<file path="src/rtl/tick_irq_ctrl.sv">
// Converts periodic-timer tick pulses into a level fabric interrupt with ack, holdoff and overrun tracking.
// Optional build macro TICK_IRQ_TIMESTAMP_EN adds a free-running cycle counter that timestamps accepted ticks.
module tick_irq_ctrl #(
    parameter int CNT_W       = 8,
    parameter int HOLDOFF_CYC = 4,
    parameter int HOLD_W      = 3
) (
    input  logic             pclk,
    input  logic             reset,
    input  logic             tick_in,
    input  logic             irq_en,
    input  logic             ack,
    input  logic             ovr_clr,
    output logic             fabint,
    output logic [CNT_W-1:0] pending_cnt,
    output logic             overrun,
    output logic [31:0]      ts_last
);

    typedef enum logic [1:0] {IDLE, PEND, HOLDOFF} state_e;

    localparam logic [CNT_W-1:0]  CNT_MAX   = '1;
    localparam logic [HOLD_W-1:0] HOLD_LOAD = HOLD_W'(HOLDOFF_CYC - 1);

    state_e            state_q, state_d;
    logic [CNT_W-1:0]  cnt_q, cnt_d, cntInc;
    logic [HOLD_W-1:0] hold_q, hold_d;
    logic              ovr_q, ovr_d, fab_q, fab_d;
    logic              accept, ovrSet;

    assign accept = tick_in & irq_en;
    assign cntInc = (cnt_q == CNT_MAX) ? cnt_q : cnt_q + 1'b1;

    always_ff @(posedge pclk) begin
        if (reset) begin
            state_q <= IDLE;
            cnt_q   <= '0;
            hold_q  <= '0;
            ovr_q   <= 1'b0;
            fab_q   <= 1'b0;
        end else begin
            state_q <= state_d;
            cnt_q   <= cnt_d;
            hold_q  <= hold_d;
            ovr_q   <= ovr_d;
            fab_q   <= fab_d;
        end
    end

    always_comb begin
        state_d = state_q;
        cnt_d   = cnt_q;
        hold_d  = hold_q;
        ovrSet  = 1'b0;
        unique case (state_q)
            IDLE: begin
                if (accept) begin
                    state_d = PEND;
                    cnt_d   = CNT_W'(1);
                end
            end
            PEND: begin
                if (!irq_en) begin
                    state_d = IDLE;
                    cnt_d   = '0;
                end else if (ack) begin
                    // A tick landing with the ack starts the next round, not an overrun.
                    state_d = HOLDOFF;
                    hold_d  = HOLD_LOAD;
                    cnt_d   = CNT_W'(accept);
                end else if (accept) begin
                    cnt_d  = cntInc;
                    ovrSet = 1'b1;
                end
            end
            HOLDOFF: begin
                if (!irq_en) begin
                    state_d = IDLE;
                    cnt_d   = '0;
                end else begin
                    if (accept) begin
                        cnt_d = cntInc;
                    end
                    if (hold_q == '0) begin
                        state_d = (cnt_d != '0) ? PEND : IDLE;
                    end else begin
                        hold_d = hold_q - 1'b1;
                    end
                end
            end
            default: begin
                state_d = IDLE;
                cnt_d   = '0;
            end
        endcase
    end

    // Set beats clear so an overrun arriving with the clear strobe is never lost.
    always_comb begin
        fab_d = (state_d == PEND);
        ovr_d = ovrSet | (ovr_q & ~ovr_clr);
    end

    assign fabint      = fab_q;
    assign pending_cnt = cnt_q;
    assign overrun     = ovr_q;

`ifdef TICK_IRQ_TIMESTAMP_EN
    logic [31:0] cyc_q, tsLast_q;

    always_ff @(posedge pclk) begin
        if (reset) begin
            cyc_q    <= '0;
            tsLast_q <= '0;
        end else begin
            cyc_q <= cyc_q + 32'd1;
            if (accept) begin
                tsLast_q <= cyc_q;
            end
        end
    end

    assign ts_last = tsLast_q;
`else
    assign ts_last = '0;
`endif

endmodule

</file>
<file path="config.mk">
export PLATFORM = sky130hd
export DESIGN_NAME = tick_irq_ctrl
export DESIGN_NICKNAME = d
export VERILOG_FILES = /design/src/rtl/tick_irq_ctrl.sv
export SDC_FILE = /design/constraint.sdc
export NUM_CORES = 1
export LEC_CHECK = 0
export CORE_ASPECT_RATIO = 1.5
export CORE_MARGIN = 3
export CORE_UTILIZATION = 40
export DETAILED_ROUTE_END_ITERATION = 12
export PLACE_DENSITY = 0.73
export SLEW_MARGIN = 20
export SYNTH_ARGS = -nofsm -noshare
export SYNTH_HDL_FRONTEND = slang
export SYNTH_SLANG_ARGS = --single-unit
</file>
<file path="constraint.sdc">
create_clock -name pclk -period 2.4 [get_ports pclk]
set_input_delay 0.48 -clock pclk [delete_from_list [all_inputs] [get_ports pclk]]
set_output_delay 0.48 -clock pclk [all_outputs]
set_load 0.01 [all_outputs]
</file>
==> results_tabular.tex, run 1 <==
\begin{tabular}{lr}
\hline
Metric & Value \\
\hline
\multicolumn{2}{l}{\textbf{Run status}} \\
Run status & complete, no violations \\
\multicolumn{2}{l}{\textbf{Power and ir drop}} \\
PwrDens & 415.0 nW/µm² \\
Total leakage power & 0.5380 nW \\
Worst-case vdd ir drop & 315.8 µV \\
Overall power & 559.2 µW \\
\multicolumn{2}{l}{\textbf{Critical path}} \\
Crit path DAT & 2.20 ns \\
CP Data Required Time & 2.54 ns \\
Sort of element at the end of the critical path & register \\
Worst path top cell family by delay & simple AND/OR/NAND/NOR gates \\
CP Buf/Inv Count & 0 \\
Cell chain of the critical path & ha\_1 -> and4\_4 -> and4\_2 -> o22ai\_1 -> o211a\_1 -> a2111oi\_2 \\
Worst Setup Start Kind & register \\
CP max FO & 8 \\
Setup CP Type & register to register \\
Slowest stage cell on the critical path & dfxtp\_1 \\
Max stage delay on crit path & 0.48 ns \\
\multicolumn{2}{l}{\textbf{Drt}} \\
Top layer used by detailed routing & met4 \\
Met1 wire length & 940 µm \\
Mean routed wirelength per cell & 11.78 µm \\
Remaining number of nets flagged by the antenna check after routing & 0 \\
Residual DRC & 0 \\
Count of routing violations after the opening detailed-route iteration & 24 \\
Total iterations of the first detailed-routing run & 4 \\
Routed wl met2 & 1.329 mm \\
Met3 layer wire length in the routed design & 173 µm \\
Routed WL & 2.486 mm \\
Detailed-route via count & 1076 \\
Number of vias per cell & 5.100 \\
\multicolumn{2}{l}{\textbf{GRT}} \\
Number of global-route vias before repair & 972 \\
Maximum number of pins on one net before global-route repair & 16 \\
Number of antenna violations at the first check in global routing & 0 \\
Global-route total usage across every layer & 13.82\% \\
First-pass GRT wire length & 4.160 mm \\
Overflow after GRT & 0 \\
\multicolumn{2}{l}{\textbf{Synthesis}} \\
Post-synthesis register bit count & 15 \\
Ys async rst share & 0\% \\
Total standard cell area after synthesis & 1230 µm² \\
Most frequent cells after synthesis & buf\_4, dfxtp\_1, a21oi\_1, nand2\_1, nor2\_1 \\
Leading cell type by number of instances after synthesis & buf\_4 \\
Most area-consuming cells after synthesis & dfxtp\_1, buf\_4, a21oi\_1, nand2\_1, ha\_1 \\
Top-area cell type share of the netlist area & 24.42\% \\
Number of synthesized flops with an enable pin & 0 \\
Part of the Yosys area used for sequential elements & 24.42\% \\
Netlist cell types & 45 \\
Cell count after synthesis & 156 \\
Syn Area/Cell & 7.884 µm² \\
Count of yosys warnings during synthesis & 0 \\
Ys flop type & dfxtp\_1 \\
Yosys top cell by area & dfxtp\_1 \\
\multicolumn{2}{l}{\textbf{Clocking}} \\
Largest buffer count on any clock path & 2 \\
Clock root buffer & clkbuf\_8 \\
Num Clock Sinks & 15 \\
Clk\_lat worst skew & 0.25 ns \\
Quantity of gates resized following cts & 0 \\
Buffer count from post-CTS setup fixing & 0 \\
Clock slew seen by the registers of the worst setup and hold paths & 0.06 ns \\
Level count of the clock H-tree & 1 \\
Total CTS buffers & 3 \\
CTS tree & done \\
Number of buffers inserted by hold repair at cts & 0 \\
\multicolumn{2}{l}{\textbf{Timing}} \\
Setup repair after global routing missed its margin & no \\
Maximum clock frequency & 484.3 MHz \\
Total setup violations reported at the end of the flow & 0 \\
Final critical-path required period & 2.065 ns \\
Setup TNS after final layout & 0 ns \\
Clock Skews & 0.002118 ns \\
Actual transition at the worst max-transition pin & 0.6080 ns \\
Slew Limit Headroom & 59.34\% \\
Max Slew Vio Count & 0 \\
Post-Route Hold Slack & 0.4989 ns \\
Part of the cycle the worst path needs & 86.04\% \\
Endpoints failing hold & 0 \\
\multicolumn{2}{l}{\textbf{Floorplan}} \\
Initial Util & 42.23\% \\
Die Footprint & 3790 µm² \\
Floorplan core area & 2913 µm² \\
Number of placement rows & 24 \\
Die outline height & 73.92 µm \\
I/O pin count & 48 \\
Die width & 51.28 µm \\
\multicolumn{2}{l}{\textbf{Placed design}} \\
Placed instance count & 207 \\
Number of buffers added on ports & 15 \\
Final Wtd Congestion & 0.8675 \\
Post-DP HPWL & 1.977 mm \\
\multicolumn{2}{l}{\textbf{Final layout}} \\
Number of filler cells placed in the layout & 313 \\
Number of antenna repair diodes & 0 \\
Count of nets after finishing & 182 \\
Multi-input combinational cell area & 742.0 µm² \\
Area of all sequential standard cells & 300.3 µm² \\
Relative area change from synthesis to final layout & 9.562\% \\
Number of standard cells in the layout, taps in and fillers out & 211 \\
Share of post-route cells with drive strength above 1 & 10.47\% \\
\multicolumn{2}{l}{\textbf{Flow run}} \\
Number of maximum-capacitance constraint violations & 0 \\
\multicolumn{2}{l}{\textbf{Worst hold path}} \\
Worst hold-check path type & register to register \\
\hline
\end{tabular}
[metal layers]
metal / vias up / global-route usage (%)
met5: - / 0
met4: 0 / 4.082
met3: 6 / 2.434
met2: 48 / 25.82
met1: 498 / 15.78
li1: 524 / -
[path summary, 6_finish.rpt]
kind	slack, ns	cells past startpoint	end	from
max reg2reg	0.33	6	fabint$_SDFF_PP0_	pending_cnt[0]$_SDFFE_PP0P_
min	0.50	2	hold_q[2]$_SDFFE_PP0P_	hold_q[2]$_SDFFE_PP0P_
max	0.33	6	fabint$_SDFF_PP0_	pending_cnt[0]$_SDFFE_PP0P_
min reg2reg	0.50	2	hold_q[2]$_SDFFE_PP0P_	hold_q[2]$_SDFFE_PP0P_
[power breakdown]
group	leakage (nW)	switching, mW	internal [mW]	total, mW
logic	0.391	0.0583	0.0340	0.0923
registers	0.121	0.00599	0.253	0.259
clock network	0.0255	0.0925	0.115	0.207
[flip-flops by register name, summed over array words and instances, names as in the netlist]
| name | cells |
|---|---|
| state_q | 2 |
| hold_q | 3 |
| overrun | 1 |
| pending_cnt | 8 |
| fabint | 1 |
[through the flow]
step,utilization (%),area [µm²],setup slack (ns)
final,46.26,1348,0.3350
after global routing,46.26,1348,0.2095
after detailed placement,44.67,1301,0.1500
after global placement,44.67,1301,0.1794
after floorplan,-,1346,0.5433
after CTS,46.26,1348,0.3441
[final cells by class]
cell class	count	share of cell area [%]
well taps	39	3.621
inverters	6	1.671
multi-input cells	127	55.06
flip-flops and latches	15	22.28
clock buffers	3	3.064
repair buffers	20	13.93
clock inverters	1	0.3714
[worst reg2reg max path: stages, from the launching register on]
cell       delay, ns
dfxtp_1         0.48
ha_1            0.35
and4_4          0.30
and4_2          0.27
o22ai_1         0.08
o211a_1         0.17
a2111oi_2       0.30
[placed cells by master (no fill, tap or decap), types with 3 or more instances in the layout]
cell              n
conb_1           32
dfxtp_1          15
clkdlybuf4s50_1  15
a21oi_1          14
nand2_1          11
nor2_1            9
inv_1             6
nor3_1            6
o21ai_0           5
buf_4             5
a211oi_1          4
a31oi_1           4
nand3_1           3
ha_1              3
clkbuf_8          3
[cell families (layout without fill, tap and decap cells)]
logic type	after synthesis	count (layout)	synth area share (%)
muxes	1	1	0.8139
adders and majority gates	3	3	3.052
xor gates and xnor gates	1	1	0.7122
and+or+nand+nor	50	50	23.40
other	1	32	0.3049
AOI/OAI and AO/OA	40	40	22.59
buffers and inverters	45	30	24.72
DFF	15	15	24.42
Power figures use the tool's default switching activity.
==> run 2, diff against run 1 <==
- CORE_ASPECT_RATIO: 1.5 -> 0.6
==> run 2 against run 1 <==
  * First-iteration DRC count rose to 3.3 times the previous value
  * Final cell count did not move
  * Sequential cell count did not move
  * Critical endpoint unchanged
  * Largest cell class unchanged
  * Final area fell by 0.56%
  * Sequential share of layout area rose by 0.12 points
  * Global-route usage rose by 2.2 points
  * Wire length rose by 19%
  * Highest routed layer unchanged
  * Worst setup slack got worse by 0.067 ns
  * Utilization rose by 3.1 points
  * Count of clock-buffer cells in the layout rose by 1
  * Register-to-register slack got worse by 0.07 ns
  * Total power rose by 0.33%
==> results_tabular.tex, run 2 (synthesis results as in run 1) <==
\begin{tabular}{lr}
\hline
Metric & Value \\
\hline
\multicolumn{2}{l}{\textbf{Placed design}} \\
Final Wtd Congestion & 0.8987 \\
Number of buffers added on ports & 15 \\
Post-DP HPWL & 2.265 mm \\
\multicolumn{2}{l}{\textbf{Timing}} \\
Setup TNS after final layout & 0 ns \\
Clock Skews & 0.001909 ns \\
Total setup violations reported at the end of the flow & 0 \\
Slew Limit Headroom & 57.45\% \\
Endpoints failing hold & 0 \\
Maximum clock frequency & 469.1 MHz \\
Part of the cycle the worst path needs & 88.82\% \\
Actual transition at the worst max-transition pin & 0.6362 ns \\
Final critical-path required period & 2.132 ns \\
Max Slew Vio Count & 0 \\
Setup repair after global routing missed its margin & no \\
\multicolumn{2}{l}{\textbf{Floorplan}} \\
Initial Util & 45.30\% \\
Number of placement rows & 14 \\
Die width & 77.59 µm \\
Floorplan core area & 2715 µm² \\
Die outline height & 48.95 µm \\
Die Footprint & 3798 µm² \\
I/O pin count & 48 \\
\multicolumn{2}{l}{\textbf{Drt}} \\
Routed WL & 2.952 mm \\
Total iterations of the first detailed-routing run & 4 \\
Number of vias per cell & 5.360 \\
Mean routed wirelength per cell & 13.99 µm \\
Count of routing violations after the opening detailed-route iteration & 80 \\
Remaining number of nets flagged by the antenna check after routing & 0 \\
Residual DRC & 0 \\
Detailed-route via count & 1131 \\
\multicolumn{2}{l}{\textbf{Clocking}} \\
Largest buffer count on any clock path & 2 \\
Level count of the clock H-tree & 1 \\
Buffer count from post-CTS setup fixing & 0 \\
Number of buffers inserted by hold repair at cts & 0 \\
Quantity of gates resized following cts & 0 \\
Clock root buffer & clkbuf\_8 \\
CTS tree & done \\
Clock slew seen by the registers of the worst setup and hold paths & 0.06 ns \\
Total CTS buffers & 3 \\
Num Clock Sinks & 15 \\
Clk\_lat worst skew & 0.25 ns \\
\multicolumn{2}{l}{\textbf{Final layout}} \\
Most frequent cells in the layout & conb\_1, dfxtp\_1, clkdlybuf4s50\_1 \\
Area of all sequential standard cells & 300.3 µm² \\
Count of nets after finishing & 181 \\
Flip-flop count of the largest register, all copies and words added & 8 \\
Number of antenna repair diodes & 0 \\
Share of post-route cells with drive strength above 1 & 9.357\% \\
Commonest non-fill, non-tap cell in the layout & conb\_1 \\
Multi-input combinational cell area & 742.0 µm² \\
Relative area change from synthesis to final layout & 8.953\% \\
Number of filler cells placed in the layout & 263 \\
\multicolumn{2}{l}{\textbf{Power and ir drop}} \\
Worst-case vdd ir drop & 258.3 µV \\
Total leakage power & 0.5299 nW \\
Overall power & 561.1 µW \\
PwrDens & 418.7 nW/µm² \\
\multicolumn{2}{l}{\textbf{Critical path}} \\
Sort of element at the end of the critical path & register \\
Flop2flop setup slack & 0.27 ns \\
Setup CP Type & input pin to register \\
Critical path origin & irq\_en \\
CP Data Required Time & 2.54 ns \\
Worst Setup Start Kind & input pin \\
CP max FO & 6 \\
Crit path DAT & 2.27 ns \\
Startpoint of the worst register-to-register path & pending\_cnt[0]\$\_SDFFE\_PP0P\_ \\
\multicolumn{2}{l}{\textbf{Worst hold path}} \\
Hold Startpoint & hold\_q[2]\$\_SDFFE\_PP0P\_ \\
Worst hold-check path type & register to register \\
\multicolumn{2}{l}{\textbf{GRT}} \\
Global-route total usage across every layer & 16.05\% \\
First-pass GRT wire length & 4.802 mm \\
Maximum number of pins on one net before global-route repair & 16 \\
Number of global-route vias before repair & 1001 \\
Overflow after GRT & 0 \\
Number of antenna violations at the first check in global routing & 0 \\
\multicolumn{2}{l}{\textbf{Run status}} \\
Run status & complete, no violations \\
\multicolumn{2}{l}{\textbf{Flow run}} \\
Number of maximum-capacitance constraint violations & 0 \\
\hline
\end{tabular}
[run 2: changes by cell type in the layout (fill, tap and decap cells not counted), sizes merged]
| cell | delta |
|---|---|
| clkinv | -1 |
| buf | -1 |
| clkbuf | +1 |
[run 2: cell type report]
class | count | share of cell area (%)
Sequential cell | 15 | 22.41
Multi-Input combinational cell | 127 | 55.37
Inverter | 6 | 1.681
Clock buffer | 4 | 3.361
Tap cell | 40 | 3.735
Timing Repair Buffer | 19 | 13.45
[run 2: routing by layer]
layer	vias to the layer above	wire [µm]	track usage, %
met5	-	0	0
met2	85	1263	22.87
met1	508	1228	19.85
met3	12	365	5.904
li1	526	-	-
met4	0	94	11.24
[run 2: stage by stage]
stage          hold slack, ns  area [µm²]  cells  setup slack [ns]  utilization [%]
2_1_floorplan          0.4524        1346    187            0.5433                -
3_3_place_gp           0.4608        1295    207            0.1986            47.70
3_5_place_dp           0.4712        1295    207           0.07424            47.70
4_1_cts                0.4800        1340    211            0.3200            49.35
5_1_grt                0.5104        1340    211            0.1840            49.35
6_report               0.4776        1340    211            0.2684            49.35
[run 2: final timing paths]
kind / endpoint / cells after the start
setup / recovery: fabint$_SDFF_PP0_ / 6
hold / removal: hold_q[2]$_SDFFE_PP0P_ / 2
setup reg to reg: fabint$_SDFF_PP0_ / 6
hold reg to reg: hold_q[2]$_SDFFE_PP0P_ / 2
[run 2: report_power, final]
group	switching (mW)	internal (mW)
clock	0.0873	0.118
sequential	0.00612	0.254
combinational	0.0627	0.0336
[run 2: worst max-delay path, stage by stage]
cell and delay [ns]:
clkdlybuf4s50_1 0.57, and2_1 0.26, a21boi_4 0.27, nor3_1 0.09, o211a_1 0.27, a2111oi_2 0.32
